`src/rtl/dmem_port_arbiter.sv`:
```
// Shares the single-port data memory between the CPU MEM stage (scalar and
// multi-beat vector accesses) and the GPU pixel fetcher, with anti-starvation.
module dmem_port_arbiter #(
  parameter int unsigned ADDR_W     = 18,
  parameter int unsigned STARVE_MAX = 8
) (
  input  logic              clk,
  input  logic              rst,
  input  logic              cpu_req,
  input  logic              cpu_we,
  input  logic              cpu_vec,
  input  logic [31:0]       cpu_addr,
  input  logic [31:0]       cpu_wdata,
  input  logic [63:0]       cpu_wdata_v,
  output logic              cpu_stall,
  output logic              cpu_done,
  output logic [31:0]       cpu_rdata,
  output logic [127:0]      cpu_rdata_v,
  input  logic              gpu_req,
  input  logic              gpu_urgent,
  input  logic [31:0]       gpu_addr,
  output logic              gpu_grant,
  output logic              gpu_rvalid,
  output logic [31:0]       gpu_rdata,
  output logic              mem_en,
  output logic              mem_we,
  output logic [ADDR_W-1:0] mem_addr,
  output logic [31:0]       mem_wdata,
  input  logic [31:0]       mem_rdata
);

  localparam int unsigned CNT_W = $clog2(STARVE_MAX + 1);

  typedef enum logic [1:0] {
    IDLE      = 2'd0,
    CPU_ISSUE = 2'd1,
    CPU_WAIT  = 2'd2,
    CPU_DONE  = 2'd3
  } state_t;

  // Tracks who owns the read data returning on the next cycle.
  typedef struct packed {
    logic       valid;
    logic       owner_cpu;
    logic       vec;
    logic [1:0] beat;
  } rd_tag_t;

  state_t           state, state_nxt;
  logic [1:0]       beat_cnt, beat_cnt_nxt;
  logic [CNT_W-1:0] starve_cnt;
  rd_tag_t          tag;

  logic       arb_en;
  logic       cpu_contend;
  logic       gpu_win;
  logic       cpu_win;
  logic       cpu_beat_en;
  logic [1:0] cur_beat;
  logic [1:0] last_beat;
  logic       is_last;
  logic       unused_addr_bits;

  assign unused_addr_bits = ^{cpu_addr[31:ADDR_W+2], cpu_addr[1:0],
                              gpu_addr[31:ADDR_W+2], gpu_addr[1:0]};

  // In CPU_WAIT the port is free and the CPU cannot be granted, so the GPU
  // only has to compete with a CPU request in IDLE and CPU_DONE.
  assign arb_en      = (state != CPU_ISSUE);
  assign cpu_contend = cpu_req && (state != CPU_WAIT);
  assign gpu_win     = !rst && arb_en && gpu_req &&
                       (gpu_urgent || !cpu_contend ||
                        (starve_cnt == CNT_W'(STARVE_MAX)));
  assign cpu_win     = !rst && (state == IDLE) && cpu_req && !gpu_win;
  assign cpu_beat_en = cpu_win || (!rst && (state == CPU_ISSUE));
  assign cur_beat    = (state == CPU_ISSUE) ? beat_cnt : 2'd0;
  assign last_beat   = !cpu_vec ? 2'd0 : (cpu_we ? 2'd1 : 2'd3);
  assign is_last     = (cur_beat == last_beat);

  // State register
  always_ff @(posedge clk or posedge rst) begin
    if (rst) begin
      state    <= IDLE;
      beat_cnt <= 2'd0;
    end else begin
      state    <= state_nxt;
      beat_cnt <= beat_cnt_nxt;
    end
  end

  // Next-state logic
  always_comb begin
    state_nxt    = state;
    beat_cnt_nxt = beat_cnt;
    case (state)
      IDLE: begin
        if (cpu_win) begin
          if (is_last) begin
            state_nxt = cpu_we ? CPU_DONE : CPU_WAIT;
          end else begin
            state_nxt    = CPU_ISSUE;
            beat_cnt_nxt = 2'd1;
          end
        end
      end
      CPU_ISSUE: begin
        if (is_last) begin
          state_nxt    = cpu_we ? CPU_DONE : CPU_WAIT;
          beat_cnt_nxt = 2'd0;
        end else begin
          beat_cnt_nxt = 2'(beat_cnt + 2'd1);
        end
      end
      CPU_WAIT: state_nxt = CPU_DONE;
      CPU_DONE: state_nxt = IDLE;
      default:  state_nxt = IDLE;
    endcase
  end

  // Memory port drive
  always_comb begin
    mem_en    = 1'b0;
    mem_we    = 1'b0;
    mem_addr  = '0;
    mem_wdata = '0;
    gpu_grant = 1'b0;
    if (gpu_win) begin
      mem_en    = 1'b1;
      mem_addr  = gpu_addr[ADDR_W+1:2];
      gpu_grant = 1'b1;
    end else if (cpu_beat_en) begin
      mem_en   = 1'b1;
      mem_we   = cpu_we;
      mem_addr = cpu_addr[ADDR_W+1:2] + ADDR_W'(cur_beat);
      if (cpu_we) begin
        if (cpu_vec) begin
          mem_wdata = cur_beat[0] ? cpu_wdata_v[63:32] : cpu_wdata_v[31:0];
        end else begin
          mem_wdata = cpu_wdata;
        end
      end
    end
  end

  assign cpu_done   = (state == CPU_DONE);
  assign cpu_stall  = !rst && cpu_req && !cpu_done;
  assign gpu_rvalid = tag.valid && !tag.owner_cpu;
  assign gpu_rdata  = gpu_rvalid ? mem_rdata : 32'd0;

  // Starvation counter, read tag and CPU read-data capture
  always_ff @(posedge clk or posedge rst) begin
    if (rst) begin
      starve_cnt  <= '0;
      tag         <= '0;
      cpu_rdata   <= '0;
      cpu_rdata_v <= '0;
    end else begin
      if (gpu_win) begin
        starve_cnt <= '0;
      end else if (cpu_win && gpu_req && (starve_cnt < CNT_W'(STARVE_MAX))) begin
        starve_cnt <= CNT_W'(starve_cnt + CNT_W'(1));
      end

      tag.valid     <= mem_en && !mem_we;
      tag.owner_cpu <= cpu_beat_en;
      tag.vec       <= cpu_vec;
      tag.beat      <= cur_beat;

      if (tag.valid && tag.owner_cpu) begin
        if (tag.vec) begin
          cpu_rdata_v[{tag.beat, 5'd0} +: 32] <= mem_rdata;
        end else begin
          cpu_rdata <= mem_rdata;
        end
      end
    end
  end

endmodule

```
`config.mk`:
```
export PLATFORM = sky130hd
export DESIGN_NAME = dmem_port_arbiter
export DESIGN_NICKNAME = d
export VERILOG_FILES = /design/src/rtl/dmem_port_arbiter.sv
export SDC_FILE = /design/constraint.sdc
export NUM_CORES = 1
export LEC_CHECK = 0
export BUFFER_PORTS_ARGS = -buffer_cell sky130_fd_sc_hd__buf_2
export CORE_AREA = 2 2 172 174
export CTS_CLUSTER_DIAMETER = 100
export CTS_CLUSTER_SIZE = 8
export DETAILED_ROUTE_END_ITERATION = 8
export DIE_AREA = 0 0 174 176
export GPL_TIMING_DRIVEN = 0
export PLACE_DENSITY_LB_ADDON = 0.3
export SLEW_MARGIN = 20
export SYNTH_ARGS = -nofsm -noshare
export SYNTH_HDL_FRONTEND = slang
export SYNTH_SLANG_ARGS = --single-unit
```
`constraint.sdc`:
```
create_clock -name clk -period 5.98 [get_ports clk]
set_input_delay 0.299 -clock clk [delete_from_list [all_inputs] [get_ports clk]]
set_output_delay 0.299 -clock clk [all_outputs]
set_load 0.02 [all_outputs]
```
== After elaboration in Yosys (flattened, before gate mapping) ==
Index checks and enable logic that the tools add are counted.
Storage, ports and cells
  bits in registers: 173
  bits of input ports: 199
  output and inout bits: 248
  logic and storage cells: 86
Cells by class
  add/subtract/negate cells: 4
  magnitude comparators: 1
  equality and inequality tests: 10
  shifts and indexed selects: 2
  muxes and demuxes: 28
  bitwise operators: 1
  reduce and logical (&&, ||, !) cells: 31
Operator list (count)
  $mux W32: 6
  $bwmux W128: 1
  $shift A32 B9 Y128 const A: 1
  $shiftx A32 B9 Y128: 1
  $mux W18: 2
  $add A18 B2 Y18: 1
  $mux W2: 9
  $logic_and A1 B1 Y1: 15
  $neg A7 Y9: 1
  $mux W4: 2
  $ne A2 B2 Y1 const B: 4
  $pmux W2 S4: 1
  $logic_not A1 Y1: 6
  $mux W1: 6
  $reduce_and A2 Y1: 3
  $add A4 B1 Y4 const B: 1
  $eq A2 B2 Y1 const B: 2
  $eq A4 B4 Y1 const B: 1
  $lt A4 B4 Y1 const B: 1
  $pmux W2 S2: 1
  $reduce_bool A2 Y1: 2
  $logic_or A1 B1 Y1: 3
  $reduce_and A3 Y1: 1
  $add A2 B1 Y2 const B: 1
  other kinds (5): 5

== Depth between registers and ports, before layout ==
  word-level depth: 13
  gate-level depth with buffers: 12
  gate-level depth less buffers: 10

== Worst setup path after synthesis ==
Ideal clock, no wire load.
  path type: input to output
  start: input rst
  end: output mem_addr[11]
  arrival: 5054 ps
  data required time: 5681 ps
  setup slack: 627 ps
  cell stages on the path: 6
  buffers on the path: 2
  cells stage by stage: inv_1 > and2_1 > clkbuf_1 > buf_2 > nand2_1 > o21ai_0
Between the ends
  cells in the longest elaborated chain, start to end: 9
  elaborated cells on any way between the ends: 12
  classes of those cells: mux (2); reduce/logical (10)
Ends and longest elaborated chain
  start, declared: line 8  | input logic rst,
  $logic_not A1 Y1 (no line) (*)
  $logic_and A1 B1 Y1 (3 in series): line 71  | assign gpu_win = !rst && arb_en && gpu_req &&
  $logic_not A1 Y1: line 74  | assign cpu_win = !rst && (state == IDLE) && cpu_req && !gpu_win;
  $logic_and A1 B1 Y1: line 74
  $logic_or A1 B1 Y1: line 75  | assign cpu_beat_en = cpu_win || (!rst && (state == CPU_ISSUE));
  $mux W18: line 131  | end else if (cpu_beat_en) begin
  $mux W18 (*): line 127  | if (gpu_win) begin
  end, declared: line 27  | output logic [ADDR_W-1:0] mem_addr,
Mark *: on every way between the ends. The rest lies on a longest branch, timed or not.

== Final worst setup path ==
  start: register state[1]
  end: output mem_addr[8]
Between the ends
  elaborated cells on any way between the ends: 21
  classes of those cells: add/sub (1); eq/ne (3); mux (3); reduce/logical (14)
RTL lines
  start, declared: line 49  | state_t state, state_nxt;
  start signal, assigned: line 86  | state <= state_nxt;
  $eq A2 B1 Y1: line 76  | assign cur_beat = (state == CPU_ISSUE) ? beat_cnt : 2'd0;
  $mux W2: line 76
  via cur_beat[0]: line 59  | logic [1:0] cur_beat;
  $add A18 B2 Y18: line 134  | mem_addr = cpu_addr[ADDR_W+1:2] + ADDR_W'(cur_beat);
  $mux W18: line 131
  $mux W18: line 127
The timed path passes the listed nets, and every way through them passes these cells.

==> impl_metrics.yaml <==
run_status:
  status: "complete, no violations"
cells_and_area:
  nNetsFinal: 1629
  multiInputGateArea_um2: 3980
  seq_area_um2: 4330
  drive_gt1_frac: 0.367
  area_growth_pct: 37.0
  num-fill-cells: 2935
  stdcell_count: 1812
  n_antenna_cell: 0
clock_tree:
  cts_buffers: 17
  cts.reportedPaths.clkPinSlew_ns: 0.07
  cts_root_buffer: "clkbuf_16"
  cts_buffer_depth: 2
  cts_max_level: 4
  numClockSinks: 173
  cts_setup_buffers: 0
  clk_latency_ns: 0.43
  cts_tree: "done"
floorplanning:
  fp-row-count: 62
  pin_count: 447
  start_util: 0.303
  die_w_um: 174
  die_h_um: 176
  coreArea_um2: 28500
  die_area_um2: 30600
logic_synthesis:
  netlist_area_um2: 8640
  yosysUniqueCellTypes: 46
  synthAdderAreaFrac: 0.0226
  synthCells: 976
  synth-simple-area-share: 0.220
  synthArstFlopShare: 1.00
  synth-seq-cells: 173
  synth_nets: 1190
  synth-edff-count: 0
  yosysSeqAreaShare: 0.501
  syn_avg_cell_area_um2: 8.86
  synthMuxAreaShare: 0.0465
  synth_compound_area_frac: 0.152
  yosysWarnings: 0
  synth_top_family_by_area: "simple AND/OR/NAND/NOR gates"
  yosys_most_used_dff: "dfrtp_1"
  synth_xor_xnor_area_share: 0.0193
sta:
  whs_ns: 0.0647
  finalWorstSetupSlack_ns: 1.59
  finalSetupViolCount: 0
  tightest_slew_ns: 1.04
  fmax_mhz: 228
  finalMaxSlewViolations: 0
  max-slew-margin-rel: 0.307
  rsz0062_at_grt: "no"
  skew_ns: 0.0136
  post-route-period-util: 0.735
  timing_hold_violations_final: 0
  period_needed_ns: 4.39
global_route:
  antenna_found_initial: 1
  grt_max_degree: 103
  grt_use_total: 0.213
  grt.overflow.total: 0
  grt_pass1_wl_um: 49800
  grt_pass1_vias: 8271
power:
  power_density_nw_per_um2: 467
  vdd_ir_drop_max_mv: 0.179
  combPwrFrac: 0.461
  pwr-share-seq: 0.339
  swShare: 0.451
  p_int_mw: 3.03
  p_clk_frac: 0.200
  p_leak_nw: 5.76
  p_switching_mw: 2.49
setup_path:
  critPathKind: "reg2out"
  slowest_stage: "clkbuf_1"
  endpoint_kind: "primary output"
  path_cells: "inv_1 -> ha_1 -> buf_2 -> nand2_1 -> inv_1 -> clkbuf_1 -> ha_1 -> fa_1 -> and2_0 -> nand3_1 -> xor2_1 -> o21ai_0 -> buf_2"
  cp.required_ns: 5.68
  crit_arrival_ns: 4.09
  cp_max_fo: 11
  start_kind: "flip-flop"
  critPathMaxStageDelay_ns: 0.55
place:
  dp_cells: 1779
  post-place-ws_ns: 2.09
  dp.final_hpwl_um: 26200
  port_buffers: 418
  place_congestion: 0.890
routing:
  drt_iter0_markers: 494
  drc_errors: 0
  first_pass_iters: 5
  wl_per_cell_um: 18.5
  wl_um: 33500
  ant_nets: 0
  vias: 8568
  vias_per_cell: 4.73
hold_path:
  hp-class: "in2reg"
flow_run:
  cap_violations: 0
-- per-layer routing --
| layer | global-route usage | vias to the layer above | share of wire | routed length (µm) |
|---|---|---|---|---|
| met1 | 0.256 | 4104 | 0.41 | 13800 |
| met4 | 0.0690 | 0 | 0.027 | 918 |
| met5 | 0 | - | 0 | 0 |
| met2 | 0.389 | 303 | 0.52 | 17300 |
| li1 | - | 4125 | - | - |
| met3 | 0.0360 | 36 | 0.046 | 1550 |
-- Yosys cell counts (2+ instances only) --
library cell | number | share of area
nand3_1 | 7 | 0.0041
and4_1 | 2 | 0.0020
ha_1 | 14 | 0.020
buf_6 | 3 | 0.0039
nand3b_1 | 2 | 0.0017
a311oi_1 | 4 | 0.0041
nor2b_1 | 2 | 0.0014
a311oi_2 | 29 | 0.050
o2bb2ai_1 | 2 | 0.0020
mux2i_1 | 3 | 0.0035
nand2b_1 | 2 | 0.0014
nand2_1 | 349 | 0.15
mux2_2 | 33 | 0.043
nor2_1 | 41 | 0.018
a22o_1 | 2 | 0.0020
dfrtp_1 | 173 | 0.50
clkbuf_1 | 58 | 0.025
xnor2_1 | 5 | 0.0051
xor2_1 | 14 | 0.014
and3_1 | 3 | 0.0022
nand4_1 | 5 | 0.0036
buf_2 | 3 | 0.0017
o21ai_0 | 148 | 0.086
inv_1 | 13 | 0.0056
and2_1 | 36 | 0.026
nor3b_1 | 3 | 0.0026
-- cell usage in the layout, fill, tap and decap left out, drive strengths merged, types with 2 or more instances in the layout --
master,netlist,layout
and4,2,2
xor2,14,14
nand4,5,5
xnor2,5,5
inv,13,21
nand2,350,350
a22o,2,2
mux2,33,33
nand2b,2,2
dfrtp,173,173
nor2b,2,2
nor3b,3,3
and3,3,3
buf,8,427
mux2i,3,3
o21ai,148,148
nand3b,2,2
o2bb2ai,2,2
clkinv,1,6
nand3,7,7
nor2,41,41
clkbuf,58,76
a311oi,33,33
ha,14,14
and2,37,37
-- through the flow --
stage	util	power [mW]	setup TNS [ns]	cell area, µm²
2_1_floorplan	-	3.44	0	8640
3_3_place_gp	0.393	4.42	-277.96	11200
3_5_place_dp	0.394	4.47	0	11300
4_1_cts	0.415	5.58	0	11800
5_1_grt	0.415	5.88	0	11800
6_report	0.415	5.53	0	11800
-- area by class of cell --
type | count | share of cell area
timing repair buffer | 420 | 0.180
clock buffer | 18 | 0.0371
inverter | 14 | 0.00549
clock inverter | 14 | 0.0120
multi-input combinational | 723 | 0.336
tap | 384 | 0.0406
buffer | 66 | 0.0235
sequential | 173 | 0.366
-- worst max-delay path: cells and delay by family, from the launching register on --
kind / cells / cell delay, ns
buffers and inverters: 5 / 1.37
adders and majority gates: 3 / 0.78
and+or+nand+nor: 3 / 0.71
DFF: 1 / 0.41
AOI/OAI and AO/OA: 1 / 0.25
xor gates and xnor gates: 1 / 0.15
-- path summary, 6_finish.rpt --
kind | startpoint | to | cells after the start | slack, ns
worst max register to register | tag[0]$_DFF_PP0_ | cpu_rdata_v[68]$_DFFE_PP0P_ | 6 | 3.33
worst max-delay path | state[1]$_DFFE_PP0P_ | mem_addr[8] | 13 | 1.59
worst min register to register | cpu_rdata_v[121]$_DFFE_PP0P_ | cpu_rdata_v[121]$_DFFE_PP0P_ | 2 | 0.48
max in group asynchronous | rst | cpu_rdata_v[18]$_DFFE_PP0P_ | 4 | 4.61
worst min-delay path | cpu_vec | tag[2]$_DFF_PP0_ | 1 | 0.06
min in group asynchronous | rst | cpu_rdata[0]$_DFFE_PP0P_ | 3 | 0.48
-- timing repair --
action,in CTS,in global routing
hold endpoints to repair,71,0
gates resized for setup,0,0
hold buffers,1,0
-- cells by family after synthesis --
logic type	Yosys count
mux	36
buf+inv	80
xor+xnor	19
compound gates	194
fa+ha+maj	15
flops	173
simple gates	459
-- power by group through the flow --
stage,clock (mW),sequential [mW],combinational [mW]
final,1.11,1.87,2.55
after floorplan,0,2.41,1.03
after global routing,1.17,1.93,2.78
after CTS,1.13,1.87,2.58
after global placement,0,1.87,2.54
after detailed placement,0,1.89,2.57
-- registers in the layout (all words and copies together) (netlist names) --
name / cells
beat_cnt: 2
cpu_rdata: 32
cpu_rdata_v: 128
starve_cnt: 4
state: 2
tag: 5
(Power assumes the default switching activity.)
